--- config.mk ---
export PLATFORM = sky130hd
export DESIGN_NAME = branch_redirect_ctrl
export DESIGN_NICKNAME = d
export VERILOG_FILES = /design/src/rtl/branch_pkg.sv /design/src/rtl/branch_target_adder.sv /design/src/rtl/branch_redirect_ctrl.sv
export SDC_FILE = /design/constraint.sdc
export NUM_CORES = 1
export LEC_CHECK = 0
export ABC_AREA = 1
export BUFFER_PORTS_ARGS = -buffer_cell sky130_fd_sc_hd__buf_2
export CAP_MARGIN = 20
export CORE_ASPECT_RATIO = 0.9
export CORE_MARGIN = 2
export CORE_UTILIZATION = 30
export DETAILED_ROUTE_END_ITERATION = 16
export PLACE_DENSITY = 0.49
export SYNTH_ARGS = -nofsm -noshare
export SYNTH_HDL_FRONTEND = slang
export SYNTH_SLANG_ARGS = --single-unit
--- constraint.sdc ---
create_clock -name clk -period 3.6 [get_ports clk]
set_input_delay 0.36 -clock clk [delete_from_list [all_inputs] [get_ports clk]]
set_output_delay 0.36 -clock clk [all_outputs]
set_load 0.01 [all_outputs]
--- src/rtl/branch_pkg.sv ---
// rtl/branch_pkg.sv - shared state encoding and widths for the branch redirect controller
package branch_pkg;

    typedef enum logic [1:0] {
        IDLE     = 2'd0,
        REDIRECT = 2'd1,
        FLUSH    = 2'd2
    } state_t;

    localparam int ADDR_W_DEF  = 64;
    localparam int FLUSH_CNT_W = 4;

endpackage

--- src/rtl/branch_target_adder.sv ---
// rtl/branch_target_adder.sv - combinational branch target: pc + (imm << 2), wrapping
module branch_target_adder
    import branch_pkg::*;
#(
    parameter int ADDR_W = ADDR_W_DEF
) (
    input  logic [ADDR_W-1:0] pc,
    input  logic [ADDR_W-1:0] imm,
    output logic [ADDR_W-1:0] target
);

    // Word offset to byte offset; carry out of the top bit is dropped on purpose.
    assign target = pc + (imm << 2);

endmodule

--- src/rtl/branch_redirect_ctrl.sv ---
// rtl/branch_redirect_ctrl.sv - EX-stage taken-branch redirect FSM; BRANCH_STATS_EN adds counters
module branch_redirect_ctrl
    import branch_pkg::*;
#(
    parameter int ADDR_W       = ADDR_W_DEF,
    parameter int FLUSH_CYCLES = 2,
    parameter int CNT_W        = 32
) (
    input  logic              clk,
    input  logic              reset,
    input  logic              ex_valid,
    input  logic [ADDR_W-1:0] ex_pc,
    input  logic [ADDR_W-1:0] ex_imm,
    input  logic              ex_branch,
    input  logic              ex_uncond,
    input  logic              ex_zero,
    input  logic              fetch_ready,
    output logic              redirect_valid,
    output logic [ADDR_W-1:0] redirect_pc,
    output logic              flush_if,
    output logic              flush_id,
    output logic              stall_ex
`ifdef BRANCH_STATS_EN
    ,
    output logic [CNT_W-1:0]  taken_cnt,
    output logic [CNT_W-1:0]  resolved_cnt
`endif
);

    if (FLUSH_CYCLES < 0 || FLUSH_CYCLES > 15 || CNT_W < 1) begin : g_param_check
        $error("branch_redirect_ctrl: FLUSH_CYCLES must be 0..15 and CNT_W >= 1");
    end

    state_t                 state;
    logic [FLUSH_CNT_W-1:0] flush_cnt;
    logic [ADDR_W-1:0]      target;
    logic                   taken;

    // Both flags set resolves as unconditional, which the OR already gives.
    assign taken = ex_valid & (ex_uncond | (ex_branch & ex_zero));

    branch_target_adder #(
        .ADDR_W (ADDR_W)
    ) u_target_adder (
        .pc     (ex_pc),
        .imm    (ex_imm),
        .target (target)
    );

    always_ff @(posedge clk) begin
        if (reset) begin
            state          <= IDLE;
            flush_cnt      <= '0;
            redirect_valid <= 1'b0;
            redirect_pc    <= '0;
            flush_if       <= 1'b0;
            flush_id       <= 1'b0;
            stall_ex       <= 1'b0;
        end else begin
            case (state)
                IDLE: begin
                    if (taken) begin
                        state          <= REDIRECT;
                        redirect_valid <= 1'b1;
                        redirect_pc    <= target;
                        flush_if       <= 1'b1;
                        flush_id       <= 1'b1;
                        stall_ex       <= 1'b1;
                    end
                end
                REDIRECT: begin
                    // EX inputs are ignored here; only the fetch handshake moves us on.
                    if (fetch_ready) begin
                        redirect_valid <= 1'b0;
                        redirect_pc    <= '0;
                        if (FLUSH_CYCLES > 0) begin
                            state     <= FLUSH;
                            flush_cnt <= FLUSH_CNT_W'(FLUSH_CYCLES);
                        end else begin
                            state    <= IDLE;
                            flush_if <= 1'b0;
                            flush_id <= 1'b0;
                            stall_ex <= 1'b0;
                        end
                    end
                end
                FLUSH: begin
                    if (flush_cnt <= FLUSH_CNT_W'(1)) begin
                        state    <= IDLE;
                        flush_if <= 1'b0;
                        flush_id <= 1'b0;
                        stall_ex <= 1'b0;
                    end else begin
                        flush_cnt <= flush_cnt - FLUSH_CNT_W'(1);
                    end
                end
                default: begin
                    state          <= IDLE;
                    redirect_valid <= 1'b0;
                    redirect_pc    <= '0;
                    flush_if       <= 1'b0;
                    flush_id       <= 1'b0;
                    stall_ex       <= 1'b0;
                end
            endcase
        end
    end

`ifdef BRANCH_STATS_EN
    // Statistics only see decisions made in IDLE; both counters stick at all-ones.
    always_ff @(posedge clk) begin
        if (reset) begin
            taken_cnt    <= '0;
            resolved_cnt <= '0;
        end else if (state == IDLE) begin
            if (ex_valid && (ex_branch || ex_uncond) && (resolved_cnt != '1))
                resolved_cnt <= resolved_cnt + CNT_W'(1);
            if (taken && (taken_cnt != '1))
                taken_cnt <= taken_cnt + CNT_W'(1);
        end
    end
`endif

endmodule
==> results.tsv <==
metric	value	unit
outcome	finished, final reports clean	
pin count of the biggest net entering global routing	66	
Clk pwr share	0.275	
post-layout min period	2296	ps
final wirelength	29790	um
die area	28330	sq um
ys flop type	dfxtp_1	
Slew @ Worst Pin	1018	ps
TritonCTS Sinks	72	
dpl hpwl	25280	um
crit path DAT	2580	ps
RSZ-0062 raised after global routing	false	
Slew Limit Fails	0	
unique cell type count in the Yosys netlist	38	
setup violators final	0	
CP Data Required Time	3880	ps
ANT nets after route	0	
Final Net Count	1909	
r2r endpoint	redirect_pc[46]$_SDFFE_PP0P_	
GR Overflow Total	0	
post-DR wirelength/cell	14.40	um
Syn Inst Count	1519	
gr usage total	0.2097	
IO Pins	203	
die width	177.2	um
core box area	26740	sq um
Internal Power	2.104	mW
VDD IR-drop max	0.2432	mV
CTS root buf	clkbuf_16	
post-cts resize count	0	
slew margin rel.	0.3207	
CP endpoint kind	flip-flop	
Net Sw Power	1.572	mW
reg2reg path depth	11	
# DRC	0	
Endpoint, Worst Hold	redirect_pc[1]$_SDFFE_PP0P_	
DRT Pass-1 Iters	8	
Clock Latency Late Sink	360	ps
Comb pwr share	0.449	
Tcrit/Tclk final	0.6379	
crit path kind	in2reg	
Hold Path Depth	3	
Ant. Diodes	0	
Worst R2R Setup Slack	1370	ps
worst min-delay path startpoint	ex_pc[1]	
H-tree levels	3	
Critical Path Max Stage Delay	390	ps
syn_nets	1718	
global-route wire length before repair	45860	um
M2 GR Usage	0.3222	
clk_skew	18.53	ps
pwr dens	376.1	nW/um^2
initial antenna violation count	1	
worst reg2reg startpoint	state[0]$_SDFFE_PP0P_	
synthesis-stage register bit count	72	
crit start category	primary input	
# port buffers	200	
Final Hold Viols	0	
YS warnings	0	
row cnt	57	
number of hold buffers added after cts	0	
fin cells	2069	
FMAX	435.5	MHz
max-cap violation count	0	
die height	159.9	um
Post-CTS Setup Inserts	0	
CTS tree	done	
Area Growth Syn to Fin	20.67	%
Initial Util	0.3028	
dpl cells	2053	
met3 Usage GRT	0.02714	
met1 Resource Use GR	0.3092	
Worst-path clk slew	60	ps
fillers	3151	
Hold WC Path Type	in2reg	
most used routing layer	met2	
TNS Setup	0	ps
Seq/Total Area, Yosys	0.1780	
Crit path top cell by count	nand2_1	
worst-path cell chain	buf_2 > ha_1 > inv_1 > fa_1 > inv_1 > nand3_1 > nand2_1 > nand2_1 > nand3_1 > nand2_1 > nand2_1 > nand2_1 > nand3_1 > nand3_1 > a21oi_1	
Slowest cell on crit path	fa_1	
share of power burned in registers	0.276	
vias per std cell	4.576	
FFs w/ async S/R, synth	0	
CP max FO	4	
leakage	5.844	nW
share of cells above drive strength 1	0.1563	
via count	9467	
Initial DRC Count	586	
total CTS buffers	9	
Switching Share	0.4277	
vias in the first global route	8708	
gp weighted congestion	0.9032	
mean area per synthesized cell	5.332	sq um
deepest clock path buffer count	2	
Mapped Area	8099	sq um
EDFF count, synth	0	
[metal layers]
metal,wire length [um],vias up
li1,-,5027
met1,15210,4170
met2,12500,248
met3,1635,22
met4,440,0
met5,0,-
[cells by family after synthesis]
kind of cell | Yosys count | synth area share
XOR/XNOR | 2 | 0.002163
flip-flops | 72 | 0.1780
AO/OA/AOI/OAI | 181 | 0.1179
adder cells (fa/ha/maj) | 64 | 0.09980
AND/OR/NAND/NOR | 866 | 0.4435
buffers and inverters | 334 | 0.1587
[final cells by class]
cell class                 instances  area, sq um  area share
clock inverter                     6        91.34    0.009346
timing repair buffer             203         1023      0.1047
tap                              354        442.9     0.04532
clock buffer                      10        229.0     0.02343
multi-input combinational       1113         5378      0.5503
sequential                        72         1441      0.1475
inverter                         311         1167      0.1194
[flip-flops by register name (all words and copies together), names as in the netlist]
signal,cells
flush_cnt,4
stall_ex,1
redirect_valid,1
redirect_pc,64
state,2
[stage by stage]
step / hold slack [ps] / instance area (sq um) / setup slack, ps / power (mW) / util
floorplan: 488.0 / 8099 / 1653 / 2.086 / -
global placement: 450.9 / 9453 / 971.4 / 2.675 / 0.3535
detailed placement: 454.4 / 9453 / 948.0 / 2.685 / 0.3535
CTS: 253.5 / 9773 / 1323 / 3.705 / 0.3654
global route: 289.4 / 9773 / 1094 / 3.954 / 0.3654
finish: 258.9 / 9773 / 1304 / 3.676 / 0.3654
[cells in the mapped netlist, drive strengths merged (2+ instances only)]
| library cell | n | area share |
|---|---|---|
| o21ai | 31 | 0.019 |
| nor4 | 3 | 0.0031 |
| nand3b | 4 | 0.0037 |
| and3 | 3 | 0.0023 |
| a21boi | 2 | 0.0019 |
| nor2 | 105 | 0.052 |
| a21oi | 133 | 0.083 |
| nand2 | 623 | 0.29 |
| a22oi | 3 | 0.0028 |
| and2 | 3 | 0.0023 |
| dfxtp | 72 | 0.18 |
| nor3 | 16 | 0.017 |
| o21bai | 6 | 0.0060 |
| ha | 63 | 0.097 |
| clkbuf | 9 | 0.0042 |
| buf | 14 | 0.010 |
| a21o | 3 | 0.0028 |
| nand3 | 96 | 0.061 |
| or2 | 5 | 0.0039 |
| nand4 | 8 | 0.0062 |
| inv | 311 | 0.14 |
[power groups by stage]
| stage | logic [mW] | clock network [mW] | registers [mW] |
|---|---|---|---|
| floorplan | 1.00 | 0 | 1.09 |
| global placement | 1.64 | 0 | 1.03 |
| detailed placement | 1.65 | 0 | 1.03 |
| CTS | 1.66 | 1.03 | 1.02 |
| global route | 1.86 | 1.06 | 1.03 |
| finish | 1.65 | 1.01 | 1.01 |
[worst max-delay path: cells and delay by family]
kind | cells | cell delay, ps
buf+inv | 3 | 270
simple gates | 9 | 1200
compound gates | 1 | 200
fa+ha+maj | 2 | 550
[worst max path at each step]
stage,start,endpoint,slack (ps)
final,ex_pc[2],redirect_pc[54]$_SDFFE_PP0P_,1300
after global placement,ex_pc[2],redirect_pc[62]$_SDFFE_PP0P_,970
after detailed placement,ex_pc[2],redirect_pc[58]$_SDFFE_PP0P_,950
after floorplan,ex_pc[2],redirect_pc[50]$_SDFFE_PP0P_,1650
after CTS,ex_pc[2],redirect_pc[58]$_SDFFE_PP0P_,1320
after global routing,ex_pc[2],redirect_pc[46]$_SDFFE_PP0P_,1090
[cells in the final DEF, fill, tap and decap left out, types with 8 or more instances in the layout]
master,count
a21oi_1,132
buf_2,200
clkbuf_16,9
dfxtp_1,72
ha_1,63
inv_1,304
nand2_1,612
nand2_2,11
nand3_1,93
nand4_1,8
nor2_1,93
nor2_2,12
o21ai_0,31
No activity file was read; power rests on OpenSTA's default activity.
